## config.mk

```make
export PLATFORM = sky130hd
export DESIGN_NAME = frame_sched
export DESIGN_NICKNAME = d
export VERILOG_FILES = /design/src/rtl/audio_ctrl_pkg.sv /design/src/rtl/frame_sched_rise_det.sv /design/src/rtl/frame_sched.sv
export SDC_FILE = /design/constraint.sdc
export NUM_CORES = 1
export LEC_CHECK = 0
export BUFFER_PORTS_ARGS = -buffer_cell sky130_fd_sc_hd__buf_4
export CORE_UTILIZATION = 56
export CTS_CLUSTER_DIAMETER = 30
export DETAILED_ROUTE_END_ITERATION = 10
export PLACE_DENSITY_LB_ADDON = 0.2
export SETUP_SLACK_MARGIN = 0.2
export SLEW_MARGIN = 40
export SYNTH_ARGS = -nofsm -noshare
export SYNTH_HDL_FRONTEND = slang
export SYNTH_HIERARCHICAL = 1
export SYNTH_SLANG_ARGS = --single-unit
```

## constraint.sdc

```tcl
create_clock -name clk_in -period 2.4 [get_ports clk_in]
set_input_delay 0.36 -clock clk_in [delete_from_list [all_inputs] [get_ports clk_in]]
set_output_delay 0.36 -clock clk_in [all_outputs]
set_load 0.01 [all_outputs]
```

## src/rtl/audio_ctrl_pkg.sv

```systemverilog
// Shared control definitions for the audio compression pipeline:
// sequencer states, stage codes and the frame length.
package audio_ctrl_pkg;

  typedef enum logic [2:0] {
    ST_IDLE,
    ST_MDCT_RUN,
    ST_QUAN_RUN,
    ST_PACK_RUN,
    ST_DONE,
    ST_ERR
  } state_e;

  localparam logic [1:0] STG_NONE = 2'd0;
  localparam logic [1:0] STG_MDCT = 2'd1;
  localparam logic [1:0] STG_QUAN = 2'd2;
  localparam logic [1:0] STG_PACK = 2'd3;

  localparam int FRAME_LEN = 256;

  // Maps a RUN state to the stage code reported when its watchdog expires.
  function automatic logic [1:0] stage_code(input state_e st);
    case (st)
      ST_MDCT_RUN: stage_code = STG_MDCT;
      ST_QUAN_RUN: stage_code = STG_QUAN;
      ST_PACK_RUN: stage_code = STG_PACK;
      default:     stage_code = STG_NONE;
    endcase
  endfunction

endpackage

```

## src/rtl/frame_sched_rise_det.sv

```systemverilog
// Registered rising-edge detector: rise is high for one cycle, one cycle
// after din goes from 0 to 1.
module rise_det (
  input  logic clk_in,
  input  logic rst_n,
  input  logic din,
  output logic rise
);

  logic din_p0;

  always_ff @(posedge clk_in) begin
    if (!rst_n) begin
      din_p0 <= 1'b0;
      rise   <= 1'b0;
    end else begin
      din_p0 <= din;
      rise   <= din & ~din_p0;
    end
  end

endmodule

```

## src/rtl/frame_sched.sv

```systemverilog
// Frame sequencer: launches MDCT, quantizer control and packer in turn for
// each frame, counts completed/dropped frames and traps stalled stages.
module frame_sched
  import audio_ctrl_pkg::*;
#(
  parameter int TIMEOUT_CYCLES = 4096,
  parameter int CNT_W          = 16
) (
  input  logic             clk_in,
  input  logic             rst_n,
  input  logic             enable,
  input  logic             frame_rdy,
  output logic             mdct_start,
  input  logic             mdct_done,
  output logic             quan_start,
  input  logic             quan_intr,
  output logic             pack_start,
  input  logic             pack_done,
  input  logic             clr_err,
  output logic             busy,
  output logic             frame_done,
  output logic [CNT_W-1:0] frame_cnt,
  output logic [CNT_W-1:0] overrun_cnt,
  output logic             err_timeout,
  output logic [1:0]       err_stage
);

  localparam int              WD_W    = $clog2(TIMEOUT_CYCLES);
  localparam logic [WD_W-1:0] WD_LAST = WD_W'(TIMEOUT_CYCLES - 1);

  state_e          state;
  state_e          state_nxt;
  logic            pending;
  logic [WD_W-1:0] wdog;

  logic mdct_rise;
  logic quan_rise;
  logic pack_rise;

  logic run_rise;
  logic run_first;
  logic accept;
  logic wd_expired;
  logic in_run;
  logic entering_run;
  logic clear_pend;

  rise_det u_mdct_det (
    .clk_in (clk_in),
    .rst_n  (rst_n),
    .din    (mdct_done),
    .rise   (mdct_rise)
  );

  rise_det u_quan_det (
    .clk_in (clk_in),
    .rst_n  (rst_n),
    .din    (quan_intr),
    .rise   (quan_rise)
  );

  rise_det u_pack_det (
    .clk_in (clk_in),
    .rst_n  (rst_n),
    .din    (pack_done),
    .rise   (pack_rise)
  );

  assign busy = (state != ST_IDLE);

  // The registered start pulse doubles as the first-cycle flag of each RUN
  // state, so completions are masked while it is high.
  always_comb begin
    state_nxt  = state;
    run_rise   = 1'b0;
    run_first  = 1'b0;
    clear_pend = 1'b0;
    in_run     = 1'b0;

    case (state)
      ST_MDCT_RUN: begin
        run_rise  = mdct_rise;
        run_first = mdct_start;
        in_run    = 1'b1;
      end
      ST_QUAN_RUN: begin
        run_rise  = quan_rise;
        run_first = quan_start;
        in_run    = 1'b1;
      end
      ST_PACK_RUN: begin
        run_rise  = pack_rise;
        run_first = pack_start;
        in_run    = 1'b1;
      end
      default: ;
    endcase

    accept     = run_rise & ~run_first;
    wd_expired = in_run && (wdog == WD_LAST);

    case (state)
      ST_IDLE: begin
        if (pending && enable) begin
          state_nxt  = ST_MDCT_RUN;
          clear_pend = 1'b1;
        end
      end
      ST_MDCT_RUN: begin
        if (accept)          state_nxt = ST_QUAN_RUN;
        else if (wd_expired) state_nxt = ST_ERR;
      end
      ST_QUAN_RUN: begin
        if (accept)          state_nxt = ST_PACK_RUN;
        else if (wd_expired) state_nxt = ST_ERR;
      end
      ST_PACK_RUN: begin
        if (accept)          state_nxt = ST_DONE;
        else if (wd_expired) state_nxt = ST_ERR;
      end
      ST_DONE: state_nxt = ST_IDLE;
      ST_ERR: begin
        if (clr_err) begin
          state_nxt  = ST_IDLE;
          clear_pend = 1'b1;
        end
      end
      default: state_nxt = ST_IDLE;
    endcase

    entering_run = (state_nxt != state) &&
                   (state_nxt inside {ST_MDCT_RUN, ST_QUAN_RUN, ST_PACK_RUN});
  end

  always_ff @(posedge clk_in) begin
    if (!rst_n) begin
      state       <= ST_IDLE;
      pending     <= 1'b0;
      wdog        <= '0;
      mdct_start  <= 1'b0;
      quan_start  <= 1'b0;
      pack_start  <= 1'b0;
      frame_done  <= 1'b0;
      frame_cnt   <= '0;
      overrun_cnt <= '0;
      err_timeout <= 1'b0;
      err_stage   <= STG_NONE;
    end else begin
      state      <= state_nxt;
      mdct_start <= (state_nxt == ST_MDCT_RUN) && (state != ST_MDCT_RUN);
      quan_start <= (state_nxt == ST_QUAN_RUN) && (state != ST_QUAN_RUN);
      pack_start <= (state_nxt == ST_PACK_RUN) && (state != ST_PACK_RUN);
      frame_done <= (state_nxt == ST_DONE);

      if (state_nxt == ST_DONE)
        frame_cnt <= frame_cnt + CNT_W'(1);

      if (entering_run)
        wdog <= '0;
      else if (in_run)
        wdog <= wdog + WD_W'(1);

      // A frame_rdy coinciding with the launch refills the slot just freed.
      if (frame_rdy) begin
        pending <= 1'b1;
        if (pending && !clear_pend && (overrun_cnt != '1))
          overrun_cnt <= overrun_cnt + CNT_W'(1);
      end else if (clear_pend) begin
        pending <= 1'b0;
      end

      if ((state_nxt == ST_ERR) && (state != ST_ERR)) begin
        err_timeout <= 1'b1;
        err_stage   <= stage_code(state);
      end else if ((state == ST_ERR) && clr_err) begin
        err_timeout <= 1'b0;
        err_stage   <= STG_NONE;
      end
    end
  end

endmodule

```

Word level (Yosys, flattened, before mapping) --
Index checks and enable logic that the tools add are counted.
Storage, ports and cells: register bits after elaboration 61, input bits 8, output and inout bits 40, logic and storage cells 84
Cells by class: add/sub/neg operators 3, equality and inequality tests 16, muxes and demuxes 20, bitwise gates (word level) 9, reductions and logical operators 19
Operators with widths (count):
- 16-bit by 1-bit adder with 16-bit output (second input constant) | 2
- 3-bit two-way mux | 6
- 16-bit inequality test (second input constant) | 1
- 3-bit one-hot mux with 5 select lines | 1
- 12-bit by 1-bit adder with 12-bit output (second input constant) | 1
- 12-bit equality test (second input constant) | 1
- 3-bit by 2-bit equality test with 1-bit output (second input constant) | 4
- 1-bit logical AND | 10
- 3-bit equality test (second input constant) | 3
- 1-bit two-way mux | 7
- 3-bit by 1-bit equality test with 1-bit output (second input constant) | 2
- 3-bit by 2-bit inequality test with 1-bit output (second input constant) | 2
- 1-bit one-hot mux with 3 select lines | 2
- 2-bit one-hot mux with 3 select lines | 1
- 3-bit nonzero test | 2
- 1-bit NOT | 5
- 1-bit bitwise AND | 4
- 2-bit two-way mux | 2
- 2-bit nonzero test | 2
- 3-bit logical NOT | 1
- 3-bit by 1-bit inequality test with 1-bit output (second input constant) | 1
- 3-bit inequality test | 1
- 3-bit inequality test (second input constant) | 1
- 3-bit OR reduction | 1
- 4 further kinds | 4

Logic depth before layout (Yosys ltp) --
Gate-level depths: netlist (run 1).
word-level depth 11, mapped depth 8, depth with buffers taken out 6

Modules after synthesis --
The synthesis (run 1) kept the hierarchy.
Modules (own cells, without submodules):
- frame_sched | instances 1, cells an instance 318, area each 2685.1 sq um, sequential area each 1101.1 sq um
- rise_det | instances 3, cells an instance 4, area each 55.1 sq um, sequential area each 40.0 sq um

Least setup slack after synthesis (run 1) --
Ideal clock, no wire load.
path kind flip-flop to flip-flop, start point register overrun_cnt[0], end point register overrun_cnt[12], library setup time 0.070 ns, arrival 1.876 ns, data required time 2.330 ns, path slack 0.453 ns, cell stages (with the launch flop) 8, path buffers 1, clock period less this slack 1.947 ns, cell sequence dfxtp_1 -> ha_1 -> nand2_1 -> nor2_1 -> or4b_1 -> buf_2 -> or4_1 -> a21oi_1
Between the ends: cells in the longest elaborated chain, start to end 3, elaborated cells on any way between the ends 4, classes of those cells add/sub (1); eq/ne (1); reduce/logical (2)
Ends and longest elaborated chain:
- start, declared | line frame_sched.sv:23 | output logic [CNT_W-1:0] overrun_cnt,
- start signal, assigned | line frame_sched.sv:167 | overrun_cnt <= overrun_cnt + CNT_W'(1);
- parallel branches: the longest is 3 deep, another holds 16-bit by 1-bit adder with 16-bit output
Several ways; the timed one is not identified. A chain may end at the register's enable or synchronous reset.

Worst setup path after layout (run 1) --
start point register state[2], end point register overrun_cnt[12]
Between the ends: cells in the longest elaborated chain, start to end 6, elaborated cells on any way between the ends 7, classes of those cells eq/ne (1); mux (1); reduce/logical (5)
Ends and longest elaborated chain:
- start, declared | line frame_sched.sv:31 | state_e state;
- start signal, assigned | line frame_sched.sv:149 | state <= state_nxt;
- 3-bit equality test / 3-bit logical NOT (equally long branches) | line frame_sched.sv:102 | case (state)
- 1-bit one-hot mux with 2 select lines (*) | line frame_sched.sv:102
- 1-bit logical NOT (*) | line frame_sched.sv:166 | if (pending && !clear_pend && (overrun_cnt != '1))
- 1-bit logical AND (*) (2 in a row) | line frame_sched.sv:166
- 2-bit AND reduction (no source line) (*)
Every way passes the cells marked *; elsewhere a longest branch is shown, timed or not.

==> metrics.txt, run 1 <==
status=finished, final reports clean; HP Class=input pin to flop; Reg2Reg Setup Slack=0.34 ns; DR iter-0 viols=131; First-pass DRT Iterations=4; worst-skew pair later-pin latency=0.33 ns; ys async rst share=0%; fin area=0.00342 sq mm; Worst Path Required=2.66 ns; CP Cell Sequence=or3b_1 > a21oi_2 > or4b_1 > or4_1 > a21oi_1; kind of critical path=flop to flop; final setup violation count=0; start of the worst register-to-register path=state[2]; Post-Syn Nets=341; CTS root buf=clkbuf_8; Syn Area/Cell=8.64 sq um; die footprint=0.00538 sq mm; Synth cell types=51; Pins Over Slew Limit=0; CTS buffer count=9; P&R area growth vs syn=20.1%; clock share of power=42.5%; Slew headroom=63.7%; Worst Clk Skew=0.00767 ns; diode count=0; largest fanout on the critical path=10; fmax=486 MHz; setup bufs post-CTS=0; #FFs+latches synth=61; port buffer count=47; I/O pins=48; Clock transition at path regs=0.06 ns; worst-path cell with the longest stage delay=or4b_1; Placement Cell Area=0.00324 sq mm; commonest non-fill, non-tap cell in the layout=dfxtp_1; pin count of the biggest net entering global routing=21; # rows=25; fin crit share=85.8%; grt total ovfl=0; P per Cell Area=577 mW/mm^2; register area=0.00122 sq mm; htree depth=3; CTS tree=yes; All-Layer GR Usage=24.2%; Cell Area, Synth=0.00285 sq mm; Synth Warn #=6; fillers=415; multi-input logic area=0.00152 sq mm; gpl congestion=0.910; final core occ=71.1%; Crit path arrival time=2.32 ns; RSZ-0062 raised after global routing=false; total of max-cap violations=0; Routed WL=6020 um; commonest cells after routing, fill and taps aside=dfxtp_1 (59), buf_4 (52), nor2_1 (39); antenna violations before repair=0; crit path from=state[2]; r2r endpoint=overrun_cnt[12]; Core Footprint=0.00482 sq mm; cell leakage power=1.28 nW; DIE WIDTH=73.3 um; Layout Nets=387; FF-to-FF path depth=5; final hold vios=0; Final HPWL DP=4330 um; die height=73.3 um; layout cells sized above 1=20.3%; DRC viols=0; Post-synth EDFFs=0; max incr delay on CP=0.67 ns; fin crit period=2.06 ns; Fin Setup TNS=0 ns; P_sw=454 uW; register area share after synthesis=42.8%; Initial Utilization=59.2%; number of global-route vias before repair=2,286; WHS Path Cells=2; routed len/inst=13.5 um; Reg power frac=52.5%; type of origin of the critical path=flop; clock buffer depth=2; Pint=1.52 mW; Final ANT Viol Nets=0; ys flop type=dfxtp_1; slew of the pin with the lowest slew margin=0.540 ns; worst vdd ir=0.000403 V; clock sinks=61; hold path start=quan_intr; gate count after technology mapping=330; Worst setup EP type=flop; first-pass GRT wire length=9980 um; routed via count=2,538; sw frac=23.0%; Vias/cell=5.68; Hold EP=u_quan_det/din_p0; Comb power frac=5.1%
[final cells by class]
class | count | area share, %
multi-input combinational | 247 | 44.5
sequential | 61 | 35.7
timing repair buffer | 52 | 11.4
clock buffer | 12 | 4.82
tap | 67 | 2.45
clock inverter | 3 | 0.585
inverter | 5 | 0.548
[kinds of logic (layout without fill, tap and decap cells)]
kind of cell    after synthesis  in the layout  share of synthesized area [%]
compound gates               57             57                           12.2
xor+xnor                     24             24                           7.37
fa+ha+maj                     3              3                           1.32
buf+inv                      22             72                           3.73
flops                        61             61                           42.8
mux                           5              5                           1.76
simple gates                158            158                           30.7
[through the flow]
step	hold WS (ns)	cells	power [mW]	worst slack, ns
CTS	0.225	447	1.99	0.314
global placement	0.468	432	1.16	0.381
finish	0.235	447	1.98	0.341
floorplan	0.453	330	1.13	0.453
detailed placement	0.472	432	1.16	0.326
global route	0.233	447	2.03	0.214
[critical path, delay by kind of cell (launching register included)]
kind / cells / cell delay [ns]
AOI/OAI and AO/OA: 2 / 0.21
DFF: 1 / 0.50
and+or+nand+nor: 3 / 1.29
[repair_timing]
item | 4_1_cts | 5_1_grt
gates resized for setup | 0 | 2
setup endpoints to repair | 0 | 14
hold buffers | 0 | 0
[cells in the mapped netlist (all sizes together) (2+ instances only)]
cell type	count	area, sq um
nor3b	2	15.0
o31ai	5	37.5
nand4bb	3	33.8
and2	11	68.8
or2	2	12.5
clkbuf	10	37.5
xor2	12	105
and3b	3	26.3
nand2b	3	18.8
nand2	23	86.3
or3	13	81.3
o21ai	15	78.8
and3	3	18.8
nand3	15	80.1
or4	5	37.5
or3b	3	26.3
nand4	13	81.3
nand3b	3	22.5
inv	4	15.0
mux2i	5	50.1
nor4	4	31.3
a31oi	3	18.8
xnor2	12	105
dfxtp	61	1220
a21oi	23	119
nor3	4	20.0
nor2b	5	31.3
nand4b	2	17.5
ha	3	37.5
buf	7	50.1
nor2	39	146
[how the worst max path moves through the flow]
stage,endpoint,depth (start not counted)
after global placement,overrun_cnt[12],5
final,overrun_cnt[12],5
after CTS,overrun_cnt[12],5
after global routing,overrun_cnt[12],6
after detailed placement,overrun_cnt[12],5
after floorplan,overrun_cnt[12],7
[registers in the layout (all words and copies together) (netlist names), 2 cells and up]
register,cells
wdog,12
err_stage,2
state,3
frame_cnt,16
overrun_cnt,16
[power groups by stage]
stage / registers (mW) / clock network (mW) / logic [mW]
finish: 1.04 / 0.839 / 0.0999
global route: 1.04 / 0.882 / 0.110
CTS: 1.04 / 0.853 / 0.100
detailed placement: 1.06 / 0 / 0.0997
global placement: 1.06 / 0 / 0.0980
floorplan: 1.06 / 0 / 0.0702
[per-layer routing]
| layer | global-route usage (%) | share of wire [%] | vias up |
|---|---|---|---|
| li1 | - | - | 1261 |
| met4 | 15.4 | 3.1 | 0 |
| met5 | 0 | 0 | - |
| met1 | 30.8 | 47 | 1186 |
| met2 | 37.6 | 45 | 74 |
| met3 | 4.94 | 4.9 | 17 |
(Power assumes the default switching activity.)
==> inputs of run 2 (changes only) <==
--- a/config.mk
+++ b/config.mk
@@ -7,11 +7,11 @@
 export LEC_CHECK = 0
 export BUFFER_PORTS_ARGS = -buffer_cell sky130_fd_sc_hd__buf_4
 export CORE_UTILIZATION = 56
+export CTS_BUF_LIST = sky130_fd_sc_hd__clkbuf_16
 export CTS_CLUSTER_DIAMETER = 30
 export DETAILED_ROUTE_END_ITERATION = 10
 export PLACE_DENSITY_LB_ADDON = 0.2
 export SETUP_SLACK_MARGIN = 0.2
-export SLEW_MARGIN = 40
 export SYNTH_ARGS = -nofsm -noshare
 export SYNTH_HDL_FRONTEND = slang
 export SYNTH_HIERARCHICAL = 1
==> metrics.txt, run 2 (synthesized netlist as in run 1, its figures left out) <==
status=finished, final reports clean (unchanged); grt total ovfl=0 (unchanged); P per Cell Area=641 mW/mm^2 (was 577 mW/mm^2); Initial Utilization=59.2% (unchanged); routed via count=2,518 (was 2,538); Reg2Reg Setup Slack=0.36 ns (was 0.34 ns); setup bufs post-CTS=0 (unchanged); WHS Path Cells=2 (unchanged); htree depth=3 (unchanged); total of max-cap violations=0 (unchanged); commonest non-fill, non-tap cell in the layout=dfxtp_1 (unchanged); antenna violations before repair=0 (unchanged); Fin Setup TNS=0 ns (unchanged); largest fanout on the critical path=9 (was 10); r2r endpoint=overrun_cnt[12] (unchanged); Pins Over Slew Limit=0 (unchanged); Worst Path Required=2.65 ns (was 2.66 ns); post-CTS resize count=0 (unchanged); CTS Hold Bufs=0 (unchanged); die height=73.3 um (unchanged); type of origin of the critical path=flop (unchanged); DRC viols=0 (unchanged); start of the worst register-to-register path=overrun_cnt[0] (was state[2]); clock sinks=61 (unchanged); layout cells sized above 1=19.5% (was 20.3%); diode count=0 (unchanged); DR iter-0 viols=144 (was 131); pin count of the biggest net entering global routing=21 (unchanged); # rows=25 (unchanged); final hold vios=0 (unchanged); Slew headroom=65.4% (was 63.7%); RSZ-0062 raised after global routing=false (unchanged); fin crit period=2.04 ns (was 2.06 ns); CP delay by family, top=simple AND/OR/NAND/NOR gates (unchanged); cell leakage power=1.31 nW (was 1.28 nW); Post-Layout Cell Count=447 (unchanged); max incr delay on CP=0.60 ns (was 0.67 ns); crit path from=overrun_cnt[0] (was state[2]); number of global-route vias before repair=2,297 (was 2,286); fin crit share=85.2% (was 85.8%); number of cells on the critical path=6 (was 5); clock buffer depth=2 (unchanged); worst vdd ir=0.000409 V (was 0.000403 V); port buffer count=47 (unchanged); Vias/cell=5.63 (was 5.68); Placed Cells=432 (unchanged); worst-skew pair later-pin latency=0.32 ns (was 0.33 ns); Final ANT Viol Nets=0 (unchanged); DIE WIDTH=73.3 um (unchanged); All-Layer GR Usage=24.5% (was 24.2%); FF-to-FF path depth=6 (was 5); I/O pins=48 (unchanged); CP bufs+invs=0 (unchanged); fmax=489 MHz (was 486 MHz); routed len/inst=13.7 um (was 13.5 um); First-pass DRT Iterations=4 (unchanged); Core Footprint=0.00482 sq mm (unchanged); first-pass GRT wire length=10,100 um (was 9980 um); worst-path cell with the longest stage delay=or4b_1 (unchanged); commonest cells after routing, fill and taps aside=dfxtp_1 (59), buf_4 (52), nor2_1 (39) (unchanged); HP Class=input pin to flop (unchanged); kind of critical path=flop to flop (unchanged); CTS buffer count=9 (unchanged); CTS root buf=clkbuf_16 (was clkbuf_8); Crit path arrival time=2.29 ns (was 2.32 ns); CP Cell Sequence=ha_1 > nand2_1 > nor2_1 > or4b_1 > or4_1 > a21oi_1 (was or3b_1 > a21oi_2 > or4b_1 > or4_1 > a21oi_1); Worst Setup EP=overrun_cnt[12] (unchanged); CTS tree=yes (unchanged); P&R area growth vs syn=22.7% (was 20.1%); Routed WL=6140 um (was 6020 um); Final HPWL DP=4330 um (unchanged); Clock transition at path regs=0.05 ns (was 0.06 ns); top flop regs=frame_cnt (16), overrun_cnt (16), wdog (12) (unchanged); final setup violation count=0 (unchanged); Worst setup EP type=flop (unchanged); gpl congestion=0.910 (unchanged); die footprint=0.00538 sq mm (unchanged); slew of the pin with the lowest slew margin=0.515 ns (was 0.540 ns); Worst Clk Skew=0.00454 ns (was 0.00767 ns); Layout Nets=387 (unchanged)
-- run 2: report_power, final --
group	total [mW]	switching [mW]	internal, mW
Sequential	1.04	0.0116	1.03
Clock	1.10	0.422	0.677
Combinational	0.100	0.0555	0.0449
Total	2.24	0.490	1.75
-- run 2: metal layers --
layer	routed length (um)	up-vias	GRT usage [%]
li1	-	1262	-
met1	2820	1163	31.4
met2	2860	83	38.2
met5	0	-	0
met4	112	0	13.9
met3	352	10	5.35
-- run 2: how the worst min path moves through the flow --
stage / start / endpoint
CTS: quan_intr / u_quan_det/din_p0
finish: quan_intr / u_quan_det/din_p0
floorplan: wdog[1] / wdog[1]
global route: pack_done / u_pack_det/din_p0
detailed placement: wdog[1] / wdog[1]
global placement: wdog[1] / wdog[1]
-- run 2: worst register-to-register path: cells and delay by family, from the launching register on --
family,cells,cell delay (ns)
simple gates,4,1.25
flops,1,0.38
fa+ha+maj,1,0.21
compound gates,1,0.14
-- run 2: final cells by class --
| cell class | instances | area, sq um |
|---|---|---|
| flip-flops and latches | 61 | 1220 |
| repair buffers | 52 | 390 |
| well taps | 67 | 83.8 |
| clock inverters | 6 | 31.3 |
| fillers | 402 | 1320 |
| clock buffers | 9 | 225 |
| multi-input cells | 247 | 1520 |
| inverters | 5 | 18.8 |
-- run 2: metrics by stage --
stage          power, mW  hold slack, ns  setup slack, ns  cell area (sq um)  util (%)
2_1_floorplan       1.13           0.453            0.453               2850         -
3_3_place_gp        1.16           0.468            0.381               3240      67.2
3_5_place_dp        1.16           0.472            0.326               3240      67.2
4_1_cts             2.26           0.247            0.296               3490      72.5
5_1_grt             2.31           0.248            0.222               3500      72.6
6_report            2.24           0.251            0.356               3500      72.6
